**config.mk**
```make
export PLATFORM = sky130hd
export DESIGN_NAME = collatz_range_engine
export DESIGN_NICKNAME = d
export VERILOG_FILES = /design/src/rtl/collatz_range_engine.sv
export SDC_FILE = /design/constraint.sdc
export NUM_CORES = 2
export LEC_CHECK = 0
export CAP_MARGIN = 20
export CORE_AREA = 2 2 688 690
export DETAILED_ROUTE_END_ITERATION = 10
export DIE_AREA = 0 0 690 692
export PLACE_DENSITY = 0.58
export REMOVE_ABC_BUFFERS = 1
export SYNTH_ARGS = -nofsm -noshare
export SYNTH_HDL_FRONTEND = slang
export SYNTH_SLANG_ARGS = --single-unit
```
**constraint.sdc**
```tcl
create_clock -name clk_i -period 4.1 [get_ports clk_i]
set_clock_uncertainty 0.15 [all_clocks]
set_input_delay 0.82 -clock clk_i [delete_from_list [all_inputs] [get_ports clk_i]]
set_output_delay 0.82 -clock clk_i [all_outputs]
set_load 0.05 [all_outputs]
```
**src/rtl/collatz_range_engine.sv**
```systemverilog
// rtl/collatz_range_engine.sv - Collatz sequence-length sweep over RAM_WORDS consecutive start values
// One start value is processed at a time, one Collatz step per clock, results kept in a count RAM.
module collatz_range_engine #(
  parameter int RAM_WORDS     = 256,
  parameter int RAM_ADDR_BITS = 8,
  parameter int COUNT_BITS    = 16
) (
  input  logic                     clk_i,
  input  logic                     rst_ni,
  input  logic                     go_i,
  input  logic [31:0]              start_i,
  input  logic [RAM_ADDR_BITS-1:0] n_i,
  output logic                     done_o,
  output logic [COUNT_BITS-1:0]    count_o
);

  typedef enum logic [2:0] {
    S_IDLE,
    S_LOAD,
    S_ITER,
    S_WRITE,
    S_DONE
  } state_t;

  localparam logic [RAM_ADDR_BITS-1:0] LastIdx = RAM_ADDR_BITS'(RAM_WORDS - 1);

  state_t                   state_q;
  logic [31:0]              base_q;
  logic [RAM_ADDR_BITS-1:0] idx_q;
  logic [31:0]              v_q;
  logic [COUNT_BITS-1:0]    c_q;
  logic                     done_q;
  logic [COUNT_BITS-1:0]    count_q;
  logic [1:0]               rst_sync_q;
  logic                     rst_n_sync;

  logic [31:0]              v_load_d;
  logic [31:0]              v_step_d;
  logic [COUNT_BITS-1:0]    c_inc_d;

  logic [COUNT_BITS-1:0]    mem [RAM_WORDS];

  // Reset asserts immediately but releases on a clock edge.
  always_ff @(posedge clk_i or negedge rst_ni) begin
    if (!rst_ni) begin
      rst_sync_q <= 2'b00;
    end else begin
      rst_sync_q <= {rst_sync_q[0], 1'b1};
    end
  end

  assign rst_n_sync = rst_sync_q[1];

  always_comb begin
    v_load_d = base_q + 32'(idx_q);
    v_step_d = v_q[0] ? ((v_q << 1) + v_q + 32'd1) : (v_q >> 1);
    c_inc_d  = (c_q == {COUNT_BITS{1'b1}}) ? c_q : c_q + 1'b1;
  end

  always_ff @(posedge clk_i or negedge rst_n_sync) begin
    if (!rst_n_sync) begin
      state_q <= S_IDLE;
      base_q  <= '0;
      idx_q   <= '0;
      v_q     <= '0;
      c_q     <= '0;
      done_q  <= 1'b0;
      count_q <= '0;
    end else begin
      count_q <= mem[n_i];
      case (state_q)
        S_IDLE, S_DONE: begin
          if (go_i) begin
            base_q  <= start_i;
            idx_q   <= '0;
            done_q  <= 1'b0;
            state_q <= S_LOAD;
          end
        end
        S_LOAD: begin
          v_q <= v_load_d;
          // A zero start has count 0 and skips iteration, keeping the c+2 entry latency.
          if (v_load_d == 32'd0) begin
            c_q     <= '0;
            state_q <= S_WRITE;
          end else begin
            c_q     <= COUNT_BITS'(1);
            state_q <= S_ITER;
          end
        end
        S_ITER: begin
          if (v_q == 32'd1 || v_q == 32'd0) begin
            state_q <= S_WRITE;
          end else begin
            v_q <= v_step_d;
            c_q <= c_inc_d;
          end
        end
        S_WRITE: begin
          if (idx_q == LastIdx) begin
            done_q  <= 1'b1;
            state_q <= S_DONE;
          end else begin
            idx_q   <= idx_q + 1'b1;
            state_q <= S_LOAD;
          end
        end
        default: state_q <= S_IDLE;
      endcase
    end
  end

  // Contents are deliberately not reset so a partial run survives a mid-run reset.
  always_ff @(posedge clk_i) begin
    if (state_q == S_WRITE) begin
      mem[idx_q] <= c_q;
    end
  end

  assign done_o  = done_q;
  assign count_o = count_q;

endmodule

```
==> summary.md <==
| Metric | Value |
|---|---|
| Hold Path Depth | 0 |
| R2R depth | 11 |
| Share of the yosys chip area belonging to registers | between 70% and 80% |
| Max-slew headroom | -8.789% |
| Slowest stage delay, CP | around 620 ps |
| CTS Buffer Depth | 4 |
| Final cell count without fillers | approximately 14,000 |
| Synth warnings | 0 |
| Core box area | 469,800 um^2 |
| Logic pwr share | 9.4% |
| Gr usage total | approximately 18% |
| Failing checks | max-slew violations |
| Root buf cell | clkbuf_16 |
| Outcome | finished with violations |
| Setup bufs post-CTS | 0 |
| Buf/Inv on CP | 0 |
| Worst Hold Class | flop to flop |
| CP top delay family | compound AO/OA/AOI/OAI gates |
| Drt via density | ~5.5 |
| CP startpoint kind | flop |
| Worst-Skew Late Latency | slightly above 1000 ps |
| Post-synth ARST share | between 2 and 3% |
| Most used DFF post-synth | edfxtp_1 |
| Critical path arrival | about 4600 ps |
| Number of flops mapped to enable cells by yosys | roughly 4,000 |
| CP cell instances | ha_1, fa_1, a21oi_1, o21ai_1, o21a_1, xor2_1, or4_1, a2111oi_0, nand4b_1, o211ai_1, and2_1 |
| Initial Util | between 30% and 40% |
| Sw Share | between 20% and 30% |
| Fin. Hold Viols | 0 |
| TritonRoute pass-1 iters | 5 |
| Initial drt markers | around 10,000 |
| #FFs+latches synth | approximately 4,200 |
| Worst VDD drop | ~0.43 mV |
| Maximum number of pins on one net before global-route repair | 220 |
| Number of I/O pins | 60 |
| Share of the synthesized area in the top cell type | 74.98% |
| Routed Antenna Nets | 0 |
| Pleak | around 54 nW |
| Cell Rows | around 250 |
| Psw | approximately 0.023 W |
| Clock Power Share | between 30% and 40% |
| Global-route wire length before repair | between 600 and 700 mm |
| Synth area leader | edfxtp_1 |
| Synth unique cells | a little under 70 |
| Vias in the first global route | around 80,000 |
| Pwr Density | 504.1 nW/um^2 |
| Clk slew on worst S/H paths | about 60 ps |
| RSZ-0062 raised after global routing | no |
| Most common cell after layout, fill and taps aside | edfxtp_1 |
| TritonCTS clock tree | done |
| Critical path class | flop to flop |
| FMAX | 0.2603 GHz |
| CP endpoint kind | flop |
| Die Y | between 600 and 700 um |
| Initial antenna violation count | 26 |
| Routability cong. | 0.8226 |
| Fillers | 40,630 |
| Syn Area/Cell | between 20 and 25 um^2 |
| Seq pwr share | 50.9% |
| Final min period | 3842 ps |
| Area delta synth->final | 16.40% |
| Final WL | about 430 mm |
| Post-DP Area | 177,300 um^2 |
| Port Buf Inserts | 59 |
| Setup violators final | 0 |
| Die W | around 690 um |
| CP Data Required Time | around 5000 ps |
| Maxcap violations | 0 |
| Crit share post-route | 93.70% |
| Share of layout cells above drive strength 1 | around 33% |
| # nets final | 7,930 |
| Total clock buffers created by CTS | approximately 420 |
| # DRC | 0 |
| Synth Instances | between 7,000 and 8,000 |
| WHS | ~210 ps |
| Post-Syn Area | approximately 160,000 um^2 |
| Area contributors post-synth | edfxtp_1 75%, mux4_2 18%, dfrtp_1 1.7%, nor2_1 0.73%, clkbuf_1 0.54% |
| Final instance area | ~190,000 um^2 |
| Grt ovf | 0 |
| P_int | between 0.07 and 0.08 W |
| Final Max Tran Viols | 116 |
| Placed Cells | about 14,000 |
| Routed vias | 78,980 |
| Overall Power | approximately 0.096 W |
| Routed len/inst | approximately 30 um |
| H-tree levels | 5 |
| Detail Placement HPWL | roughly 260 mm |
| Die area | around 480,000 um^2 |
| Worst-margin pin slew | around 1600 ps |
| Leading cell types in the layout, fill and taps excluded | 4,096 x edfxtp_1, 1,344 x mux4_2, 547 x buf_4 |
| Crit path depth | 11 |
| Crit-path max FO | 3 |
| Sink Count | 4,206 |
| Slowest CP cell | or4_1 |
area by class of cell:
type | count | area (um^2) | share of cell area (%)
Timing Repair Buffer | 710 | 6815 | 3.569
Tap cell | 6223 | 7786 | 4.078
Inverter | 48 | 180.2 | 0.09436
Multi-Input combinational cell | 2441 | 36740 | 19.24
Clock inverter | 258 | 2683 | 1.405
Sequential cell | 4206 | 125800 | 65.89
Clock buffer | 507 | 10900 | 5.708
Antenna cell | 10 | 25.02 | 0.01311
synthesized netlist by cell type, types with 4 or more instances:
cell,count
a211oi_1,9
a21boi_0,4
a21o_1,23
a21oi_1,57
a221oi_1,4
a22oi_1,32
a31oi_1,10
and2_1,13
and3_1,21
buf_1,47
buf_2,87
buf_4,11
clkbuf_1,238
dfrtp_1,110
edfxtp_1,4096
ha_1,62
inv_1,48
mux2i_1,6
mux4_2,1344
nand2_1,200
nand2b_1,4
nand3_1,43
nand4_1,18
nor2_1,319
nor2b_1,9
nor3_1,19
o211ai_1,19
o21a_1,11
o21ai_0,54
o221ai_1,4
o22ai_1,12
o31ai_1,5
or2_2,5
or3_1,7
or4_1,6
xnor2_1,36
xor2_1,39
metrics by stage:
stage / setup TNS [ps] / worst slack (ps) / utilization (%)
after floorplan: -385730 / -1469 / -
after global placement: -6840 / -821.8 / 37.73
after detailed placement: -6426 / -722.7 / 37.74
after CTS: 0 / 244.8 / 40.63
after global routing: 0 / 12.73 / 40.64
final: 0 / 258.4 / 40.64
path summary, 6_finish.rpt:
check / from / end / slack [ps]
setup / recovery: base_q[0]$_DFFE_PN0P_ / state_q[0]$_DFFE_PN0P_ / 260
hold / removal: rst_sync_q[0]$_DFF_PN0_ / rst_sync_q[1]$_DFF_PN0_ / 210
setup reg to reg: base_q[0]$_DFFE_PN0P_ / state_q[0]$_DFFE_PN0P_ / 260
hold reg to reg: rst_sync_q[0]$_DFF_PN0_ / rst_sync_q[1]$_DFF_PN0_ / 210
max in group asynchronous: rst_sync_q[1]$_DFF_PN0_ / count_o[7]$_DFF_PN0_ / 2830
min in group asynchronous: rst_sync_q[1]$_DFF_PN0_ / base_q[27]$_DFFE_PN0P_ / 270
power by group through the flow:
stage | Sequential (W) | Clock (W) | Combinational, W
after global routing | 0.0490 | 0.0405 | 0.00984
after global placement | 0.0498 | 0 | 0.00880
after CTS | 0.0490 | 0.0390 | 0.00907
final | 0.0490 | 0.0383 | 0.00903
after floorplan | 0.0504 | 0 | 0.00464
after detailed placement | 0.0499 | 0 | 0.00904
per-layer routing:
layer	track usage, %	part of all wire [%]
met1	25.14	41
met2	29.43	49
met3	2.333	7.4
met4	4.491	2.6
met5	0	0
flip-flops by register name, summed over array words and instances, names as in the netlist, named ones only:
| register | cells |
|---|---|
| mem | 4096 |
| base_q | 32 |
| v_q | 31 |
| c_q | 16 |
| count_o | 16 |
| idx_q | 8 |
| state_q | 3 |
| rst_sync_q | 2 |
| done_o | 1 |
kinds of logic (layout without fill, tap and decap cells):
logic type / count (synthesis) / after routing / share of synthesized area (%)
AO/OA/AOI/OAI: 268 / 268 / 1.063
flip-flops: 4206 / 4206 / 76.66
AND/OR/NAND/NOR: 683 / 683 / 1.795
buffers and inverters: 435 / 1523 / 1.098
multiplexers: 1350 / 1350 / 18.49
XOR/XNOR: 75 / 75 / 0.4004
adder cells (fa/ha/maj): 64 / 64 / 0.4973
other: 1 / 11 / 0.002286
what timing repair did:
item	in CTS	in global routing
resized for setup	0	0
hold endpoints to repair	2	0
hold buffers	1	0
Note: power is estimated with default switching activity, not from simulation.
